--- src/rtl/qspi_host_loader.sv ---
// Frame parser feeding the QSPI slave buffer RAM port-B loader.
// Frame: SYNC, addr, len, payload[len], xor(addr, len, payload); one en pulse per payload byte.
module qspi_host_loader #(
    parameter logic [7:0]  SYNC_BYTE = 8'hA5,
    parameter int unsigned EN_HIGH   = 2,
    parameter int unsigned EN_LOW    = 1,
    parameter int unsigned TIMEOUT   = 100000
) (
    input  logic       clk100m,
    input  logic       rst,
    input  logic [7:0] s_data,
    input  logic       s_valid,
    output logic       s_ready,
    output logic [7:0] addrin,
    output logic [7:0] datain,
    output logic       en,
    output logic       busy,
    output logic       done,
    output logic       err,
    output logic [1:0] err_code
);

    localparam int unsigned PhW   = 8;
    localparam int unsigned IdleW = $clog2(TIMEOUT + 1);

    typedef enum logic [2:0] {
        StHunt, StAddr, StLen, StData, StWrHi, StWrLo, StCsum
    } state_e;

    state_e           state_q, state_d;
    logic [7:0]       ptr_q, ptr_d;
    logic [7:0]       cnt_q, cnt_d;
    logic [7:0]       csum_q, csum_d;
    logic [7:0]       addrin_q, addrin_d;
    logic [7:0]       datain_q, datain_d;
    logic             en_q, en_d;
    logic             done_q, done_d;
    logic             err_q, err_d;
    logic [1:0]       err_code_q, err_code_d;
    logic [PhW-1:0]   phase_q, phase_d;
    logic [IdleW-1:0] idle_q, idle_d;
    logic             accept;
    logic             timed;

    // Backpressure while a write strobe is in flight; held low throughout reset.
    assign s_ready  = !rst && (state_q != StWrHi) && (state_q != StWrLo);
    assign accept   = s_valid && s_ready;
    assign timed    = (state_q == StAddr) || (state_q == StLen) ||
                      (state_q == StData) || (state_q == StCsum);
    assign busy     = (state_q != StHunt);
    assign addrin   = addrin_q;
    assign datain   = datain_q;
    assign en       = en_q;
    assign done     = done_q;
    assign err      = err_q;
    assign err_code = err_code_q;

    always_comb begin
        state_d    = state_q;
        ptr_d      = ptr_q;
        cnt_d      = cnt_q;
        csum_d     = csum_q;
        addrin_d   = addrin_q;
        datain_d   = datain_q;
        en_d       = en_q;
        done_d     = 1'b0;
        err_d      = 1'b0;
        err_code_d = err_code_q;
        phase_d    = phase_q;
        idle_d     = idle_q;

        case (state_q)
            StHunt: begin
                if (accept && s_data == SYNC_BYTE) state_d = StAddr;
            end
            StAddr: begin
                if (accept) begin
                    ptr_d   = s_data;
                    csum_d  = s_data;
                    state_d = StLen;
                end
            end
            StLen: begin
                if (accept) begin
                    cnt_d   = s_data;
                    csum_d  = csum_q ^ s_data;
                    state_d = (s_data == 8'h00) ? StCsum : StData;
                end
            end
            StData: begin
                if (accept) begin
                    addrin_d = ptr_q;
                    datain_d = s_data;
                    en_d     = 1'b1;
                    csum_d   = csum_q ^ s_data;
                    phase_d  = '0;
                    state_d  = StWrHi;
                end
            end
            StWrHi: begin
                if (phase_q == PhW'(EN_HIGH - 1)) begin
                    en_d    = 1'b0;
                    phase_d = '0;
                    state_d = StWrLo;
                end else begin
                    phase_d = phase_q + 1'b1;
                end
            end
            StWrLo: begin
                if (phase_q == PhW'(EN_LOW - 1)) begin
                    ptr_d   = ptr_q + 8'd1;
                    cnt_d   = cnt_q - 8'd1;
                    phase_d = '0;
                    state_d = (cnt_q == 8'd1) ? StCsum : StData;
                end else begin
                    phase_d = phase_q + 1'b1;
                end
            end
            StCsum: begin
                if (accept) begin
                    if (s_data == csum_q) begin
                        done_d = 1'b1;
                    end else begin
                        err_d      = 1'b1;
                        err_code_d = 2'b01;
                    end
                    state_d = StHunt;
                end
            end
            default: state_d = StHunt;
        endcase

        // An accepted byte in the timeout cycle takes precedence over the abort.
        if (accept) begin
            idle_d = '0;
        end else if (timed) begin
            if (idle_q == IdleW'(TIMEOUT - 1)) begin
                err_d      = 1'b1;
                err_code_d = 2'b10;
                idle_d     = '0;
                state_d    = StHunt;
            end else begin
                idle_d = idle_q + 1'b1;
            end
        end
    end

    always_ff @(posedge clk100m or posedge rst) begin
        if (rst) begin
            state_q    <= StHunt;
            ptr_q      <= '0;
            cnt_q      <= '0;
            csum_q     <= '0;
            addrin_q   <= '0;
            datain_q   <= '0;
            en_q       <= 1'b0;
            done_q     <= 1'b0;
            err_q      <= 1'b0;
            err_code_q <= '0;
            phase_q    <= '0;
            idle_q     <= '0;
        end else begin
            state_q    <= state_d;
            ptr_q      <= ptr_d;
            cnt_q      <= cnt_d;
            csum_q     <= csum_d;
            addrin_q   <= addrin_d;
            datain_q   <= datain_d;
            en_q       <= en_d;
            done_q     <= done_d;
            err_q      <= err_d;
            err_code_q <= err_code_d;
            phase_q    <= phase_d;
            idle_q     <= idle_d;
        end
    end

endmodule

--- config.mk ---
export PLATFORM = sky130hd
export DESIGN_NAME = qspi_host_loader
export DESIGN_NICKNAME = d
export VERILOG_FILES = /design/src/rtl/qspi_host_loader.sv
export SDC_FILE = /design/constraint.sdc
export NUM_CORES = 1
export LEC_CHECK = 0
export BUFFER_PORTS_ARGS = -buffer_cell sky130_fd_sc_hd__buf_2
export CAP_MARGIN = 20
export CORE_MARGIN = 4
export CORE_UTILIZATION = 48
export CTS_CLUSTER_DIAMETER = 80
export DETAILED_ROUTE_END_ITERATION = 16
export PLACE_DENSITY = 0.65
export RECOVER_POWER = 25
export SLEW_MARGIN = 10
export SYNTH_ARGS = -nofsm -noshare
export SYNTH_HDL_FRONTEND = slang
export SYNTH_SLANG_ARGS = --single-unit
--- constraint.sdc ---
create_clock -name clk100m -period 3.05 [get_ports clk100m]
set_input_delay 0.61 -clock clk100m [delete_from_list [all_inputs] [get_ports clk100m]]
set_output_delay 0.61 -clock clk100m [all_outputs]
set_load 0.01 [all_outputs]
* After elaboration in Yosys (flattened, before gate mapping) *
Index checks and enable logic that the tools add are counted.

operators by class
  reduce and logical (&&, ||, !) cells = 25
  multiplexer cells = 45
  equality and inequality tests = 19
  bitwise gates (word level) = 1
  add/subtract/negate cells = 4

operators by type and width
  kind                                               count
  2-to-1 mux 8 bit                                   7
  2-to-1 mux 17 bit                                  3
  case mux 8 bit (2 select lines)                    3
  2-to-1 mux 3 bit                                   12
  case mux 8 bit (3 select lines)                    1
  case mux 3 bit (7 select lines)                    1
  adder 17 x 1 -> 17 bit (second input constant)     1
  == test 17 bit (second input constant)             1
  adder 8 x 1 -> 8 bit (second input constant)       2
  == test 8 x 1 -> 1 bit (second input constant)     2
  zero test 8 bit                                    2
  2-to-1 mux 2 bit                                   6
  AND reduction 3 bit                                4
  2-to-1 mux 1 bit                                   11
  != test 2 bit (second input constant)              5
  nonzero test 2 bit                                 5
  == test 3 bit (second input constant)              3
  == test 8 bit                                      1
  == test 8 bit (second input constant)              1
  subtractor 8 x 1 -> 8 bit (second input constant)  1
  XOR 8 bit                                          1
  == test 3 x 2 -> 1 bit (second input constant)     2
  != test 3 bit (second input constant)              2
  nonzero test 3 bit                                 2
  other kinds (9)                                    15

storage, ports and cells
  input bits = 11
  logic and storage cells = 106
  register bits after elaboration = 73

* Logic depth before layout (Yosys ltp) *
Gate-level depths: netlist of the first run.

  depth after elaboration = 10
  mapped depth = 8
  mapped depth without buffers = 7

* Least setup slack after synthesis of the first run *
No wires, ideal clock.

  path type = input-to-reg
  from = input port rst
  to = register datain_q[1] (netlist: datain[1])
  path buffers = 1
  stages = 5
  arrival = 1.891 ns
  setup slack = 1.034 ns
  path through = and2b_1 > nand2_1 > nor2_2 > buf_2 > mux2_2

between the ends
  longest elaborated chain between the ends = 5

RTL lines
  item                             line  source
  from (decl)                      10    input logic rst,
  zero test 1 bit (no line)        --
  logical AND 1 bit (2 in series)  46    assign s_ready = !rst && (state_q != StWrHi) && (state_q != StWrLo);
  logical AND 1 bit                47    assign accept = s_valid && s_ready;
  AND reduction 2 bit (no line)    --
  to (signal assigned)             168   datain_q <= datain_d;
  to (decl)                        35    logic [7:0] datain_q, datain_d;

No other way between the ends.
A chain may end at the register's enable or synchronous reset.

* Worst setup path after layout of the first run *
  from = register state_q[0]
  to = register phase_q[6]

between the ends
  longest elaborated chain between the ends = 6
  elaborated cells on any way between the ends = 12

RTL lines
  item                             line  source
  from (decl)                      30    state_e state_q, state_d;
  from (signal assigned)           150   state_q <= StHunt;
  from (signal assigned)           163   state_q <= state_d;
  != test 3 bit                    46
  logical AND 1 bit (2 in series)  46
  logical AND 1 bit                47
  != test 2 bit (no line)          --
  AND reduction 2 bit (no line)    --
  to (signal assigned)             173   phase_q <= phase_d;
  to (decl)                        40    logic [PhW-1:0] phase_q, phase_d;

Parallel ways exist; a longest one is shown, timed or not.

==> flow_summary_export.csv, run 1 <==
group,metric,value,unit
logic_synthesis,yosysWarnings,0,
logic_synthesis,netlist_top_cells_count,"dfrtp_1 (73), nor2_1 (49), nand2_1 (41), a21oi_1 (35)",
logic_synthesis,yosys-top-cells-area,"dfrtp_1 (45%), mux2_2 (4.7%), nor2_1 (4.5%), a21oi_1 (4.3%), nand2_1 (3.8%)",
power,p_total,3.848,mW
cells_and_area,layoutNonFillerInstCount,581,
status,status,"finished clean",
logic_synthesis,synth_top_area_share,44.68,%
routing,ant_nets,0,
setup_path,start_kind,"flop",
logic_synthesis,syn_area,4089,µm²
sta,grt_setup_unrepaired,"false",
power,power.leakage,2.020,nW
logic_synthesis,netlist_instances,443,
global_route,antenna_found_initial,0,
routing,vias,3400,
routing,dr.pass1.iters,5,
clocking,cts_buffer_depth,2,
sta,final_max_slew_viol_count,0,
routing,routed_via_density,5.852,
place,placed_cells,566,
routing,wl_per_cell,16.17,µm
clocking,cts_inserted_buffers,9,
power,ir_drop,0.0004878,V
routing,drcViolationCount,0,
logic_synthesis,synth_edf_count,0,
sta,finalHoldViolCount,0,
sta,fin_setup_tns,0,ps
clocking,cts_tree,"done",
cells_and_area,diodes,0,
global_route,grt_pass1_wl,16000,µm
logic_synthesis,async_reset_ff_share,100.0,%
logic_synthesis,synth.avg_cell_area,9.230,µm²
floorplanning,core-area,8258,µm²
logic_synthesis,yosysMostFrequentCell,"dfrtp_1",
clocking,cts_max_level,3,
setup_path,crit_type,"reg -> reg",
sta,worst_pin_slew,1048,ps
sta,period_minus_slack,2331,ps
setup_path,end_kind,"flop",
cells_and_area,nNetsFinal,490,
cells_and_area,drive_gt1_share,17.44,%
setup_path,cp_data_arrival_time,2570,ps
global_route,track_usage,19.82,%
logic_synthesis,yosys.cell_types.count,63,
logic_synthesis,ys_seq_elements,73,
sta,setup_viol,0,
setup_path,critPathMaxFanout,21,
logic_synthesis,syn_nets,461,
floorplanning,dieHeight,100.3,µm
setup_path,worstPathRequired,3290,ps
clocking,holdBufCountCts,0,
sta,fin_skew,10.32,ps
floorplanning,row_count,33,
sta,max_clock_freq,428.9,MHz
clocking,post_cts_buffers,0,
sta,whs,505.1,ps
floorplanning,dieWidth,100.3,µm
clocking,cts-root-buf,"clkbuf_8",
logic_synthesis,synth_top_area_cell,"dfrtp_1",
cells_and_area,synthToLayoutAreaGrowth,11.54,%
global_route,grt_max_degree,30,
sta,relSlewSlack,30.07,%
logic_synthesis,yosys_most_used_dff,"dfrtp_1",
floorplanning,die-area,10060,µm²
clocking,clk_pin_slew_worst_paths,80,ps
place,place_congestion,0.8161,
floorplanning,start_util,49.52,%
clocking,cts_resized,0,
clocking,clock_latency,350,ps
global_route,grt-ovfl-total,0,
global_route,grt_pass1_vias,3257,
hold_path,hp-class,"reg -> reg",
sta,fin_crit_sh,76.44,%
routing,wl,9394,µm
routing,first_iter_violations,240,
logic_synthesis,ys_seq_area_share,44.68,%
power,power_density,843.7,nW/µm²
floorplanning,ios,34,
place,dpl.hpwl,6536,µm
clocking,cts_sinks,73,
flow_run,max_cap_violations,0,
place,port_buffers,33,
[registers in the layout (all words and copies together) (netlist names)]
signal and flops:
datain 8, cnt_q 8, phase_q 8, err 1
ptr_q 8, err_code 2, en 1, state_q 3
done 1, csum_q 8, addrin 8, idle_q 17
[cells in the final DEF, fill, tap and decap left out, drive strengths merged, types with 3 or more instances in the layout]
master and n:
a211oi 7, a21oi 35, a31o 4, a31oi 9, and3 3, and4 8
buf 38, bufinv 3, clkbuf 11, dfrtp 73, ha 7, inv 20
mux2 17, nand2 41, nand2b 5, nand3 10, nand4 7, nand4b 3
nor2 51, nor2b 3, nor3 19, nor3b 6, nor4 8, o21ai 14
o22ai 4, o31ai 5, or3 5, or4 3, xnor2 13, xor2 9
[metal layers]
layer  track usage, %  routed length [µm]
met1            29.32                4514
met2            28.95                4292
met3            4.864                 512
met4            5.389                  75
met5                0                   0
[where the power goes]
part           internal (mW)  leakage, nW  switching, mW
Clock                  0.536        0.115          0.371
Sequential              1.30        0.941          0.361
Combinational          0.567        0.963          0.711
Total                   2.41         2.02           1.44
[layout make-up]
class                      count  area [µm²]
clock buffer                   9       123.9
clock inverter                 6       107.6
fill                         778        3697
inverter                      20       77.57
multi-input combinational    328        2081
sequential                    73        1827
tap                          105       131.4
timing repair buffer          40       212.7
[worst paths after layout]
path                                       startpoint                endpoint  slack, ps  cells after the start
min in group asynchronous                         rst  idle_q[12]$_DFFE_PP0P_        570                      2
worst min-delay path            addrin[3]$_DFFE_PP0P_   addrin[3]$_DFFE_PP0P_        510                      1
max in group asynchronous                         rst    state_q[0]$_DFF_PP0_       1140                      3
worst max-delay path             state_q[0]$_DFF_PP0_  phase_q[6]$_DFFE_PP0P_        720                      5
worst max register to register   state_q[0]$_DFF_PP0_  phase_q[6]$_DFFE_PP0P_        720                      5
worst min register to register  addrin[3]$_DFFE_PP0P_   addrin[3]$_DFFE_PP0P_        510                      1
[critical path, stage by stage, from the launching register on]
cell	delay [ps]
dfrtp_1	790
inv_4	200
o31a_1	430
or4b_1	560
xor2_1	190
nor2_2	40
[cells by family after synthesis]
kind of cell / after synthesis / share of synthesized area, %
AND/OR/NAND/NOR: 183 / 23.78
AO/OA/AOI/OAI: 99 / 15.58
flip-flops: 73 / 44.68
buffers and inverters: 42 / 4.437
XOR/XNOR: 22 / 4.712
multiplexers: 17 / 4.682
adder cells (fa/ha/maj): 7 / 2.142
[per-stage QoR]
step | util [%] | worst slack [ps] | instance area, µm²
2_1_floorplan | - | 586.7 | 4089
3_3_place_gp | 52.48 | 780.4 | 4334
3_5_place_dp | 52.48 | 733.9 | 4334
4_1_cts | 55.29 | 728.0 | 4566
5_1_grt | 55.23 | 597.5 | 4561
6_report | 55.23 | 718.5 | 4561
No activity file was read; power rests on OpenSTA's default activity.
==> run 2: changes to the inputs <==
==> constraint.sdc (replaced) <==
create_clock -name clk100m -period 2.3 [get_ports clk100m]
set_input_delay 0.46 -clock clk100m [delete_from_list [all_inputs] [get_ports clk100m]]
set_output_delay 0.46 -clock clk100m [all_outputs]
set_load 0.01 [all_outputs]
==> run 2 against run 1 <==
Net effect:
- non-clock buffer count is 10 higher
- global-route usage decreased by 0.68 points
- first-iteration DRC count shrank 57%
- power grew 35%
- sequential power is 31% higher
- clock skew increased by 2.2 ps
- largest cell class unchanged
- clock-buffer cell count increased by 1
- routed wire length fell by 2.3%
- worst setup slack got worse by 430 ps
- cell area grew 2.2%
==> flow_summary_export.csv, run 2 (synthesis results as in run 1) <==
group,metric,value,unit
status,status,"finished clean",
floorplanning,dieHeight,100.3,µm
routing,first_iter_violations,103,
setup_path,start_kind,"flop",
cells_and_area,largest_register_ffs,17,
clocking,clk_pin_slew_worst_paths,70,ps
floorplanning,row_count,33,
setup_path,cp_slowest_cell,"dfrtp_1",
sta,final_max_slew_viol_count,0,
clocking,holdBufCountCts,0,
power,power.leakage,2.077,nW
setup_path,cp_cell_sequence,"buf_4 -> or3_1 -> buf_2",
cells_and_area,final_common_cell,"dfrtp_1",
cells_and_area,layoutNonFillerInstCount,591,
floorplanning,dieWidth,100.3,µm
floorplanning,core-area,8258,µm²
place,place_area,4438,µm²
setup_path,cp_data_arrival_time,1550,ps
cells_and_area,top_register,"idle_q",
sta,relSlewSlack,24.82,%
routing,wl_per_cell,15.53,µm
clocking,cts-root-buf,"clkbuf_8",
place,placed_cells,576,
power,p_total,5.189,mW
sta,finalHoldViolCount,0,
power,power_density,1113,nW/µm²
cells_and_area,diodes,0,
sta,grt_setup_unrepaired,"false",
routing,vias,3389,
floorplanning,ios,34,
cells_and_area,stdcell_area,4663,µm²
routing,ant_nets,0,
setup_path,end_kind,"output pin",
setup_path,critPathTopFamily,"flip-flops",
routing,drcViolationCount,0,
floorplanning,die-area,10060,µm²
setup_path,path_depth,3,
global_route,grt-ovfl-total,0,
place,port_buffers,33,
global_route,grt_max_degree,47,
flow_run,max_cap_violations,0,
place,dpl.hpwl,6599,µm
sta,worst_pin_slew,1128,ps
global_route,track_usage,19.14,%
routing,routed_via_density,5.734,
global_route,grt_pass1_wl,15530,µm
sta,fin_skew,12.48,ps
clocking,cts_buffer_depth,2,
clocking,cts_sinks,73,
routing,dr.pass1.iters,4,
setup_path,r2r_cells,6,
sta,setup_slack,286.4,ps
setup_path,worstPathRequired,1840,ps
clocking,cts_resized,0,
power,ir_drop,0.0006279,V
setup_path,critPathMaxFanout,15,
clocking,cts_max_level,3,
cells_and_area,drive_gt1_share,19.55,%
sta,fin_crit_sh,87.55,%
setup_path,cpPeakStageDelay,480,ps
sta,fin_setup_tns,0,ps
sta,period_minus_slack,2014,ps
cells_and_area,mostFrequentLayoutCells,"dfrtp_1 (73), nor2_1 (49), nand2_1 (41)",
clocking,clock_latency,350,ps
hold_path,hp-class,"in -> async",
clocking,post_cts_buffers,0,
global_route,grt_pass1_vias,3114,
global_route,antenna_found_initial,0,
setup_path,crit_type,"reg -> out",
setup_path,critPathBufInv,2,
floorplanning,start_util,49.52,%
cells_and_area,synthToLayoutAreaGrowth,14.05,%
routing,wl,9179,µm
clocking,cts_tree,"done",
sta,max_clock_freq,496.6,MHz
cells_and_area,nNetsFinal,500,
place,place_congestion,0.8176,
place,dp_slack,176.6,ps
clocking,cts_inserted_buffers,9,
sta,setup_viol,0,
==> run 2: stage by stage <==
| step | hold WS (ps) | util [%] |
|---|---|---|
| detailed placement | 489.8 | 53.74 |
| global placement | 484.1 | 53.74 |
| global route | 320.4 | 56.47 |
| CTS | 217.1 | 56.67 |
| floorplan | 476.9 | - |
| finish | 288.9 | 56.47 |
==> run 2: final timing paths <==
path	start	endpoint	slack, ps
max in group asynchronous	rst	ptr_q[4]$_DFFE_PP0P_	1010
min	rst	phase_q[6]$_DFFE_PP0P_	290
min reg2reg	addrin[6]$_DFFE_PP0P_	addrin[6]$_DFFE_PP0P_	500
max reg2reg	state_q[0]$_DFF_PP0_	idle_q[15]$_DFFE_PP0P_	340
min in group clk100m	s_data[3]	ptr_q[3]$_DFFE_PP0P_	470
max	state_q[0]$_DFF_PP0_	busy	290
==> run 2: power breakdown <==
part / internal [mW] / switching [mW]
logic: 0.814 / 0.965
registers: 1.73 / 0.448
clock network: 0.745 / 0.490
==> run 2: cell type report <==
| class | count | area, µm² |
|---|---|---|
| clock buffers | 10 | 137.6 |
| flip-flops and latches | 73 | 1827 |
| repair buffers | 50 | 301.5 |
| multi-input cells | 328 | 2081 |
| well taps | 105 | 131.4 |
| inverters | 20 | 81.33 |
| fillers | 763 | 3595 |
| clock inverters | 5 | 103.9 |
==> run 2: layer usage <==
layer	global-route usage (%)	part of all wire, %
met1	29.18	50
met2	27.47	45
met3	3.475	4.0
met4	5.907	1.4
met5	0	0
==> run 2: worst min-delay path: cells and delay by family <==
family | cells | cell delay [ps]
buffers and inverters | 3 | 580
